File: src/rtl/decoder_grant_arbiter.sv
// Four-requester round-robin grant arbiter with a bounded hold time.
// Grants are one-hot registered outputs; every grant is followed by a one-cycle GAP.
module decoder_grant_arbiter #(
    parameter int MAX_HOLD = 8
) (
    input  logic       clk,
    input  logic       rst,
    input  logic       en,
    input  logic [3:0] req,
    output logic [3:0] gnt,
    output logic [1:0] gnt_idx,
    output logic       gnt_valid,
    output logic       timeout
);

    typedef enum logic [1:0] {
        S_IDLE  = 2'd0,
        S_GRANT = 2'd1,
        S_GAP   = 2'd2
    } state_t;

    localparam logic [7:0] HOLD_LAST = 8'(MAX_HOLD - 1);

    state_t     r_state;
    logic [1:0] r_ptr;
    logic [7:0] r_hold_cnt;
    logic [3:0] r_gnt;
    logic [1:0] r_gnt_idx;
    logic       r_gnt_valid;
    logic       r_timeout;

    state_t     w_nxt_state;
    logic [1:0] w_nxt_ptr;
    logic [7:0] w_nxt_hold;
    logic [1:0] w_nxt_idx;
    logic       w_nxt_valid;
    logic       w_nxt_timeout;
    logic [3:0] w_nxt_gnt;

    logic [7:0] w_req_dbl;
    logic [3:0] w_rot;
    logic [1:0] w_off;
    logic [1:0] w_pick;
    logic       w_found;
    logic       w_keep;

    // Rotate so bit 0 is the requester at ptr; first set bit is the winner.
    assign w_req_dbl = {req, req} >> r_ptr;
    assign w_rot     = w_req_dbl[3:0];
    assign w_found   = |w_rot;
    assign w_pick    = r_ptr + w_off;
    assign w_keep    = req[r_gnt_idx] & en;

    always_comb begin
        w_off = 2'd3;
        if (w_rot[0])      w_off = 2'd0;
        else if (w_rot[1]) w_off = 2'd1;
        else if (w_rot[2]) w_off = 2'd2;
    end

    always_comb begin
        w_nxt_state   = r_state;
        w_nxt_ptr     = r_ptr;
        w_nxt_hold    = r_hold_cnt;
        w_nxt_idx     = 2'd0;
        w_nxt_valid   = 1'b0;
        w_nxt_timeout = 1'b0;
        case (r_state)
            S_IDLE: begin
                if (en && w_found) begin
                    w_nxt_state = S_GRANT;
                    w_nxt_idx   = w_pick;
                    w_nxt_valid = 1'b1;
                    w_nxt_hold  = 8'd0;
                end
            end
            S_GRANT: begin
                if (w_keep && (r_hold_cnt < HOLD_LAST)) begin
                    w_nxt_idx   = r_gnt_idx;
                    w_nxt_valid = 1'b1;
                    w_nxt_hold  = r_hold_cnt + 8'd1;
                end else begin
                    // A drop of req or en on the last hold cycle counts as a normal release.
                    w_nxt_state   = S_GAP;
                    w_nxt_ptr     = r_gnt_idx + 2'd1;
                    w_nxt_timeout = w_keep && (r_hold_cnt == HOLD_LAST);
                end
            end
            S_GAP: begin
                w_nxt_state = S_IDLE;
            end
            default: begin
                w_nxt_state = S_IDLE;
            end
        endcase
        w_nxt_gnt = w_nxt_valid ? (4'b0001 << w_nxt_idx) : 4'b0000;
    end

    always_ff @(posedge clk or posedge rst) begin
        if (rst) begin
            r_state     <= S_IDLE;
            r_ptr       <= 2'd0;
            r_hold_cnt  <= 8'd0;
            r_gnt       <= 4'b0000;
            r_gnt_idx   <= 2'd0;
            r_gnt_valid <= 1'b0;
            r_timeout   <= 1'b0;
        end else begin
            r_state     <= w_nxt_state;
            r_ptr       <= w_nxt_ptr;
            r_hold_cnt  <= w_nxt_hold;
            r_gnt       <= w_nxt_gnt;
            r_gnt_idx   <= w_nxt_idx;
            r_gnt_valid <= w_nxt_valid;
            r_timeout   <= w_nxt_timeout;
        end
    end

    assign gnt       = r_gnt;
    assign gnt_idx   = r_gnt_idx;
    assign gnt_valid = r_gnt_valid;
    assign timeout   = r_timeout;

endmodule
File: config.mk
export PLATFORM = sky130hd
export DESIGN_NAME = decoder_grant_arbiter
export DESIGN_NICKNAME = d
export VERILOG_FILES = /design/src/rtl/decoder_grant_arbiter.sv
export SDC_FILE = /design/constraint.sdc
export NUM_CORES = 1
export LEC_CHECK = 0
export BUFFER_PORTS_ARGS = -buffer_cell sky130_fd_sc_hd__buf_2
export CAP_MARGIN = 20
export CELL_PAD_IN_SITES_DETAIL_PLACEMENT = 1
export CELL_PAD_IN_SITES_GLOBAL_PLACEMENT = 2
export CORE_ASPECT_RATIO = 1.75
export CORE_MARGIN = 8
export CORE_UTILIZATION = 40
export DETAILED_ROUTE_END_ITERATION = 8
export PLACE_DENSITY_LB_ADDON = 0.3
export SETUP_SLACK_MARGIN = 0.2
export SLEW_MARGIN = 25
export SYNTH_ARGS = -nofsm -noshare
export SYNTH_HDL_FRONTEND = slang
export SYNTH_SLANG_ARGS = --single-unit
File: constraint.sdc
create_clock -name clk -period 6.5 [get_ports clk]
set_clock_uncertainty 0.15 [all_clocks]
set_input_delay 1.3 -clock clk [delete_from_list [all_inputs] [get_ports clk]]
set_output_delay 1.3 -clock clk [all_outputs]
set_load 0.02 [all_outputs]
==> metrics.txt, run 1 <==
Die ar.=5089 um^2; Die X=57.47 um; Yosys cell types=47; # fillers=328; Sink Count=20; Routability Congestion=0.8262; Die Ht=88.57 um; Residual DRC=0; cell row count=26; Slew Viols, Final=0; CP endpoint kind=register; dpl ws=2911 ps; Port Buffer Count=14; CTS Root Cell=clkbuf_8; Initial Utilization=41.57%; Avg Cell Area, Syn=11.04 um^2; register area share after synthesis=41.58%; synthesized netlist cell count=109; Fmax=302.0 MHz; H-tree levels=1; CP Max Fanout=8; Area contributors post-synth=dfrtp_1, mux2_4, nor4_2; vias in the first global route=1008; DRT iter0 DRCs=3; via count=876; GRT Overall Usage=12.09%; critical setup path kind=input pin to register; EDFF count, synth=0; first-pass GRT wire length=4.726 mm; initial antenna violation count=0; post-CTS sizing=0; Crit path buffers/inverters=2; setup bufs post-CTS=0; asr flop ratio synth=100.0%; Max-slew headroom=49.99%; pin count of the biggest net entering global routing=21; Pwr Density=406.5 nW/um^2; clk buf depth=2; Startpoint Class=input pin; top_reg_cell synth=dfrtp_1; period utilization=50.94%; Critical Path Slowest Stage Cell=nor4_2; ant diodes=0; status=completed; IO Count=15; Worst-Skew Late Latency=250 ps; CP peak stage delay=430 ps; Crit path required time=6460 ps; Max VDD drop=0.1547 mV; Post-CTS Hold Fix Bufs=0; Setup WS post-layout=3189 ps; CTS tree=done; post-DP HPWL=2.245 mm; worst slew pin tran=749.4 ps; Hold Vio Cnt, Final=0; crit path cell chain=buf_2 -> inv_1 -> o311ai_0 -> o21ai_0 -> o311ai_0 -> ha_1 -> nand2b_1 -> a21oi_1 -> nor4_2 -> a211oi_1; Total Wirelength=2.756 mm; synth warn=0; total negative slack=0 ps; leading cell type in the layout, fill and taps excluded=dfrtp_1; total grt overflow=0; commonest non-fill, non-tap cells in the layout=dfrtp_1, buf_2, nand2_1, inv_1; fin crit period=3311 ps; max cap viols=0; top-area cell type share of the netlist area=41.58%; first-pass detailed-route iteration total=3; #FFs+latches synth=20; vias per cell=5.840; syn nets=118; most used cell, CP=o311ai_0; DR WL/cell=18.37 um; DRT antenna net count=0; Worst-path clk slew=70 ps; CTS Buf Count=3; crit path DAT=3270 ps; Hold Path Class=register to register; RSZ-0062 raised after global routing=no; cell family with most CP delay=compound AO/OA/AOI/OAI gates; final setup violation count=0; leakage power total=0.6163 nW; nets=132; synthesized area=1204 um^2; largest area contributor in the netlist=dfrtp_1; Area growth, synth to finish=10.19%; layout cell share with drive strength beyond 1=30.33%; Core Footprint=2895 um^2
==> through the flow <==
stage | total power, mW | hold slack (ps) | cell area [um^2] | utilization [%] | cells
final | 0.5391 | 379.3 | 1326 | 45.81 | 150
after global routing | 0.5772 | 394.2 | 1326 | 45.81 | 150
after CTS | 0.5508 | 381.3 | 1326 | 45.81 | 150
after detailed placement | 0.4533 | 356.5 | 1271 | 43.91 | 146
after global placement | 0.4467 | 343.6 | 1271 | 43.91 | 146
after floorplan | 0.3944 | 325.9 | 1204 | - | 109
==> synthesized netlist by cell type (2+ instances only) <==
library cell,number
o311ai_0,2
a21boi_0,2
nand2b_1,3
nor4_2,3
nor2_1,5
inv_1,6
nand3b_1,3
a31oi_1,3
dfrtp_1,20
buf_6,2
nor3_1,3
and3_1,2
mux2_4,4
nor2b_1,5
o21ai_0,2
nand2_1,6
nand3_1,3
a21oi_1,2
ha_1,2
buf_2,3
mux2i_1,2
==> layer usage <==
metal	GRT usage [%]	wire [um]
met3	1.892	66
met1	10.12	922
met5	0	0
met4	5.963	46
met2	25.57	1720
==> state kept, by name (all words and copies together), names as in the netlist <==
| register | cells |
|---|---|
| r_ptr | 2 |
| gnt | 4 |
| r_state | 2 |
| gnt_valid | 1 |
| r_hold_cnt | 8 |
| timeout | 1 |
| gnt_idx | 2 |
==> worst min-delay path: cells and delay by family, from the launching register on <==
family | cells | cell delay [ps]
simple gates | 1 | 80
compound gates | 1 | 50
flops | 1 | 360
==> worst paths after layout <==
kind                                    start             to  slack [ps]  cells after the start
worst max-delay path                   req[3]         gnt[2]        3190                     10
worst min-delay path            r_hold_cnt[2]  r_hold_cnt[2]         380                      2
worst max register to register       r_ptr[0]         gnt[2]        3940                      8
worst min register to register  r_hold_cnt[2]  r_hold_cnt[2]         380                      2
max in group asynchronous                 rst         gnt[3]        4710                      2
min in group asynchronous                 rst         gnt[0]        1010                      2
==> area by class of cell <==
cell class / count / area (um^2) / share of cell area, %
multi-input combinational: 76 / 631.9 / 47.64
sequential: 20 / 500.5 / 37.74
timing repair buffer: 15 / 77.57 / 5.849
clock buffer: 4 / 55.05 / 4.151
tap: 28 / 35.03 / 2.642
inverter: 7 / 26.28 / 1.981
==> kinds of logic after synthesis <==
group | count (synthesis) | synth area share (%)
xor+xnor | 1 | 0.7278
flops | 20 | 41.58
compound gates | 23 | 17.05
fa+ha+maj | 2 | 2.079
simple gates | 40 | 21.10
mux | 10 | 11.54
buf+inv | 13 | 5.924
==> where the power goes <==
group | total (mW) | switching (mW) | internal, mW
Sequential | 0.197 | 0.0410 | 0.156
Clock | 0.0930 | 0.0392 | 0.0538
Combinational | 0.249 | 0.137 | 0.112
Total | 0.539 | 0.217 | 0.322
No activity file was read; power rests on OpenSTA's default activity.
==> run 2, diff against run 1 <==
--- a/config.mk
+++ b/config.mk
@@ -11,7 +11,7 @@
 export CELL_PAD_IN_SITES_GLOBAL_PLACEMENT = 2
 export CORE_ASPECT_RATIO = 1.75
 export CORE_MARGIN = 8
-export CORE_UTILIZATION = 40
+export CORE_UTILIZATION = 37
 export DETAILED_ROUTE_END_ITERATION = 8
 export PLACE_DENSITY_LB_ADDON = 0.3
 export SETUP_SLACK_MARGIN = 0.2
==> constraint.sdc (replaced) <==
create_clock -name clk -period 3.1 [get_ports clk]
set_clock_uncertainty 0.15 [all_clocks]
set_input_delay 0.62 -clock clk [delete_from_list [all_inputs] [get_ports clk]]
set_output_delay 0.62 -clock clk [all_outputs]
set_load 0.02 [all_outputs]
==> run 2 against run 1 <==
  * Utilization is 2.8 points lower
  * Combinational power is 110% higher
  * Critical path depth did not move
  * Final cell count up 11%
  * Worst hold slack lost 34 ps
  * Largest power group unchanged
  * Routed wire length fell by 1.0%
  * Power grew 110%
  * Largest cell class unchanged
  * Worst setup slack got worse by 2700 ps
==> metrics.txt, run 2 (synthesis gave the netlist of run 1 again) <==
Total Wirelength=2.728 mm (-1.0%); Die X=59.12 um (+2.9%); Slew Viols, Final=0 (unchanged); via count=858 (-2.1%); Max-slew headroom=48.29% (-1.7 points); clk buf depth=2 (unchanged); Core Footprint=3142 um^2 (+8.5%); CTS Buf Count=3 (unchanged); critical setup path kind=input pin to register; worst slew pin tran=774.7 ps (+25.39 ps); worst r2r src=r_ptr[0]; flop2flop setup slack=610 ps (-3330 ps); GRT Overall Usage=10.91% (-1.2 points); crit path DAT=2530 ps (-740 ps); CP endpoint kind=register; first-pass GRT wire length=4.671 mm (-1.2%); total negative slack=0 ps (unchanged); Initial Utilization=38.31% (-3.3 points); vias per cell=5.169 (-11%); Crit path required time=3060 ps (-3400 ps); commonest non-fill, non-tap cells in the layout=dfrtp_1, buf_2, nand2_1, inv_1; status=completed; Die Ht=91.45 um (+3.3%); IO Count=15 (unchanged); Reg-to-Reg End=gnt[2]; Sink Count=20 (unchanged); post-CTS sizing=0 (unchanged); final setup violation count=0 (unchanged); Hold Path Class=input pin to async pin; leading cell type in the layout, fill and taps excluded=dfrtp_1; first-pass detailed-route iteration total=2 (-1); Startpoint Class=input pin; Port Buffer Count=14 (unchanged); leakage power total=0.6214 nW (+0.83%); CP Max Fanout=8 (unchanged); Die ar.=5406 um^2 (+6.2%); RSZ-0062 raised after global routing=no; H-tree levels=1 (unchanged); Fmax=389.2 MHz; Pwr Density=838.8 nW/um^2 (+110%); period utilization=82.88%; CTS tree=done; Residual DRC=0 (unchanged); CTS Root Cell=clkbuf_8; Reg with most FFs=r_hold_cnt; Worst-Skew Late Latency=250 ps (about the same); vias in the first global route=956 (-5.2%); DRT iter0 DRCs=8 (+5); Post-CTS Hold Fix Bufs=0 (unchanged); Hold Vio Cnt, Final=0 (unchanged); worst setup path end=gnt[2]; nets=133 (+0.76%); R2R depth=8 (unchanged); cell row count=27 (+3.8%); fin crit period=2569 ps; ant diodes=0 (unchanged); setup bufs post-CTS=0 (unchanged); DRT antenna net count=0 (unchanged); layout cell share with drive strength beyond 1=30.89% (+0.57 points); Largest register FFs=8 (unchanged); post-DP HPWL=2.181 mm (-2.8%); Worst-path clk slew=80 ps (about the same); DR WL/cell=16.43 um (-11%); Max VDD drop=0.4251 mV (+170%); final core occ=43.05% (-2.8 points); Area growth, synth to finish=12.37%; total grt overflow=0 (unchanged); initial antenna violation count=0 (unchanged); Routability Congestion=0.8293 (+0.38%); max cap viols=0 (unchanged); pin count of the biggest net entering global routing=21 (unchanged); Setup crit start=req[3]
==> run 2: changes by cell type in the layout (fill, tap and decap cells not counted) <==
| cell | delta |
|---|---|
| buf_4 | +1 |
==> run 2: metal layers <==
metal / wire [um] / GRT usage (%) / up-vias
li1: - / - / 419
met1: 1018 / 10.79 / 432
met2: 1630 / 21.52 / 5
met3: 60 / 2.119 / 2
met4: 19 / 2.610 / 0
met5: 0 / 0 / -
==> run 2: area by class of cell <==
cell class	count	area, um^2
clock buffers	4	55.05
well taps	43	53.80
flip-flops and latches	20	500.5
fillers	356	1789
inverters	7	26.28
repair buffers	16	85.08
multi-input cells	76	631.9
==> run 2: how the worst min path moves through the flow <==
stage                          to  cells after the start  slack (ps)
detailed placement  r_hold_cnt[5]                      1         360
global placement    r_hold_cnt[2]                      2         350
global route               gnt[3]                      2         420
finish              r_hold_cnt[5]                      2         340
floorplan           r_hold_cnt[2]                      2         330
CTS                 r_hold_cnt[5]                      2         380
==> run 2: stage by stage <==
stage | setup WS, ps | hold slack (ps) | area, um^2 | instances | power (mW)
floorplan | 599.6 | 325.9 | 1204 | 109 | 0.8270
global placement | 373.4 | 347.6 | 1297 | 162 | 0.9410
finish | 530.8 | 344.9 | 1353 | 166 | 1.135
global route | 231.6 | 415.8 | 1353 | 166 | 1.213
CTS | 517.7 | 377.9 | 1353 | 166 | 1.153
detailed placement | 250.2 | 363.6 | 1297 | 162 | 0.9538
==> run 2: report_power, final <==
| part | leakage, nW | total, mW | switching, mW | internal [mW] |
|---|---|---|---|---|
| Sequential | 0.267 | 0.415 | 0.0872 | 0.328 |
| Combinational | 0.326 | 0.522 | 0.282 | 0.240 |
| Clock | 0.0288 | 0.197 | 0.0844 | 0.113 |
==> run 2: critical path, stage by stage <==
cell and delay [ps]:
buf_2 160, inv_1 100, o311ai_0 310, o21ai_0 130
o311ai_0 110, ha_1 350, nand2b_1 140, a21oi_1 60
nor4_2 420, a211oi_1 140
==> run 3, diff against run 2 <==
--- a/config.mk
+++ b/config.mk
@@ -11,7 +11,7 @@
 export CELL_PAD_IN_SITES_GLOBAL_PLACEMENT = 2
 export CORE_ASPECT_RATIO = 1.75
 export CORE_MARGIN = 8
-export CORE_UTILIZATION = 37
+export CORE_UTILIZATION = 33
 export DETAILED_ROUTE_END_ITERATION = 8
 export PLACE_DENSITY_LB_ADDON = 0.3
 export SETUP_SLACK_MARGIN = 0.2
==> constraint.sdc (replaced) <==
create_clock -name clk -period 2.3 [get_ports clk]
set_clock_uncertainty 0.15 [all_clocks]
set_input_delay 0.46 -clock clk [delete_from_list [all_inputs] [get_ports clk]]
set_output_delay 0.46 -clock clk [all_outputs]
set_load 0.02 [all_outputs]
==> run 3 against run 2 <==
  * Clock-buffer cell count shrank 1
  * Sequential share of layout area down 4.3 points
  * Via count increased by 8.6%
  * Critical path type is now register to register
  * Critical endpoint is now gnt_idx[1]
==> metrics.txt, run 3 (synthesis gave the netlist of run 1 again) <==
Port Buffer Count=14 (unchanged); Reg-to-Reg End=gnt_idx[1]; max cap viols=0 (unchanged); Sink Count=20 (unchanged); ant diodes=0 (unchanged); vias in the first global route=1014 (+6.1%); DRT antenna net count=0 (unchanged); period utilization=91.45%; fin crit period=2103 ps; Initial Utilization=33.85% (-4.5 points); Reg with most FFs=r_hold_cnt; Post-Layout Cell Count=184 (+11%); post-DP HPWL=2.325 mm (+6.6%); leakage power total=0.7117 nW (+15%); flop2flop setup slack=200 ps (-410 ps); CP Max Fanout=7 (-1); Reg area=501.7 um^2 (+0.25%); critical setup path kind=register to register; Placement Cell Area=1408 um^2 (+8.5%); Largest register FFs=8 (unchanged); CTS tree=done; Hold Vio Cnt, Final=0 (unchanged); Post-CTS Hold Fix Bufs=0 (unchanged); Worst-Skew Late Latency=260 ps (about the same); Residual DRC=0 (unchanged); IO Count=15 (unchanged); worst hold slack=175.8 ps (-169.2 ps); leading cell type in the layout, fill and taps excluded=dfrtp_1; worst slew pin tran=770.9 ps (-3.867 ps); Die ar.=5912 um^2 (+9.4%); CTS Root Cell=clkbuf_8; Routability Congestion=0.8035 (-3.1%); Core Footprint=3556 um^2 (+13%); H-tree levels=1 (unchanged); Max VDD drop=0.5708 mV (+34%); # fillers=418 (+17%); total negative slack=0 ps (unchanged); first-pass detailed-route iteration total=4 (+2); crit path DAT=2110 ps (-420 ps); DR WL/cell=16.17 um (-1.6%); Area growth, synth to finish=27.65%; R2R depth=8 (unchanged); first-pass GRT wire length=4.871 mm (+4.3%); via count=932 (+8.6%); CTS Buf Count=3 (unchanged); Pwr Density=1153 nW/um^2 (+37%); cell row count=29 (+7.4%); status=completed; Hold Path Class=input pin to async pin; Design Area, Final=1536 um^2 (+14%); Worst-path clk slew=80 ps (about the same); final core occ=43.21% (+0.16 points); clk buf depth=2 (unchanged); DRT iter0 DRCs=24 (+16); area of the multi-input gates=681.9 um^2 (+7.9%); worst r2r src=r_ptr[0]; layout cell share with drive strength beyond 1=44.93% (+14 points); vias per cell=5.065 (-2.0%); Setup WS post-layout=196.7 ps (-334.1 ps); Slew Viols, Final=0 (unchanged); Die Ht=95.90 um (+4.9%); commonest non-fill, non-tap cells in the layout=dfrtp_1, buf_4, buf_2; GRT Overall Usage=11.13% (+0.21 points); initial antenna violation count=0 (unchanged); Power Total=1.771 mW (+56%); Die X=61.66 um (+4.3%); nets=148 (+11%); pin count of the biggest net entering global routing=21 (unchanged); Crit path required time=2300 ps (-760 ps); CP endpoint kind=register; RSZ-0062 raised after global routing=yes; final setup violation count=0 (unchanged); total grt overflow=0 (unchanged); Startpoint Class=register; Total Wirelength=2.975 mm (+9.1%); dpl ws=-33.56 ps (-283.8 ps); Fmax=475.4 MHz; Placed Cells=178 (+9.9%); Max-slew headroom=48.55% (+0.26 points)
-- run 3: changes by cell type in the layout (fill, tap and decap cells not counted), moves of 2 or more --
cell      before  now
o311ai_0       2    0
a21oi_2        1    3
o21ai_0        2    0
o21ai_1        1    3
a21oi_1        2    0
buf_4          2   17
-- run 3: how the worst max path moves through the flow --
stage               cells past startpoint  slack (ps)         end  startpoint
global placement                       10         -20  gnt_idx[1]      req[3]
detailed placement                     10         -30      gnt[2]      req[3]
CTS                                     9         170  gnt_idx[1]    r_ptr[0]
finish                                  8         200  gnt_idx[1]    r_ptr[0]
global route                            9          50  gnt_idx[1]    r_ptr[0]
floorplan                               8         190      gnt[2]      req[0]
-- run 3: worst max-delay path, cell delays in order (launching register included) --
cell and delay, ps:
dfrtp_2 450, buf_4 180, o311ai_1 250, ha_2 280, nand2b_4 140, a21oi_2 40
nor4_4 250, buf_4 170, o21ai_1 60
-- run 3: layout make-up --
type / count / area share, %
multi-input cells: 76 / 44.38
flip-flops and latches: 20 / 32.65
repair buffers: 31 / 12.87
well taps: 46 / 3.746
clock buffers: 3 / 2.687
clock inverters: 1 / 1.954
inverters: 7 / 1.710
-- run 3: repair_timing --
action,in CTS,in global routing
resized for setup,3,6
endpoints found under the setup margin,5,5
pin swaps,2,7
gates cloned,0,0
buffers inserted,1,1
-- run 3: report_power, final --
group / internal [mW] / switching [mW]
registers: 0.443 / 0.0763
logic: 0.427 / 0.474
clock network: 0.233 / 0.118
-- run 3: routing by layer --
layer / share of wire (%) / wire, um / track usage (%)
met5: 0 / 0 / 0
met3: 3.1 / 92 / 2.008
met1: 37 / 1088 / 11.22
met4: 1.8 / 55 / 5.163
met2: 58 / 1739 / 20.66
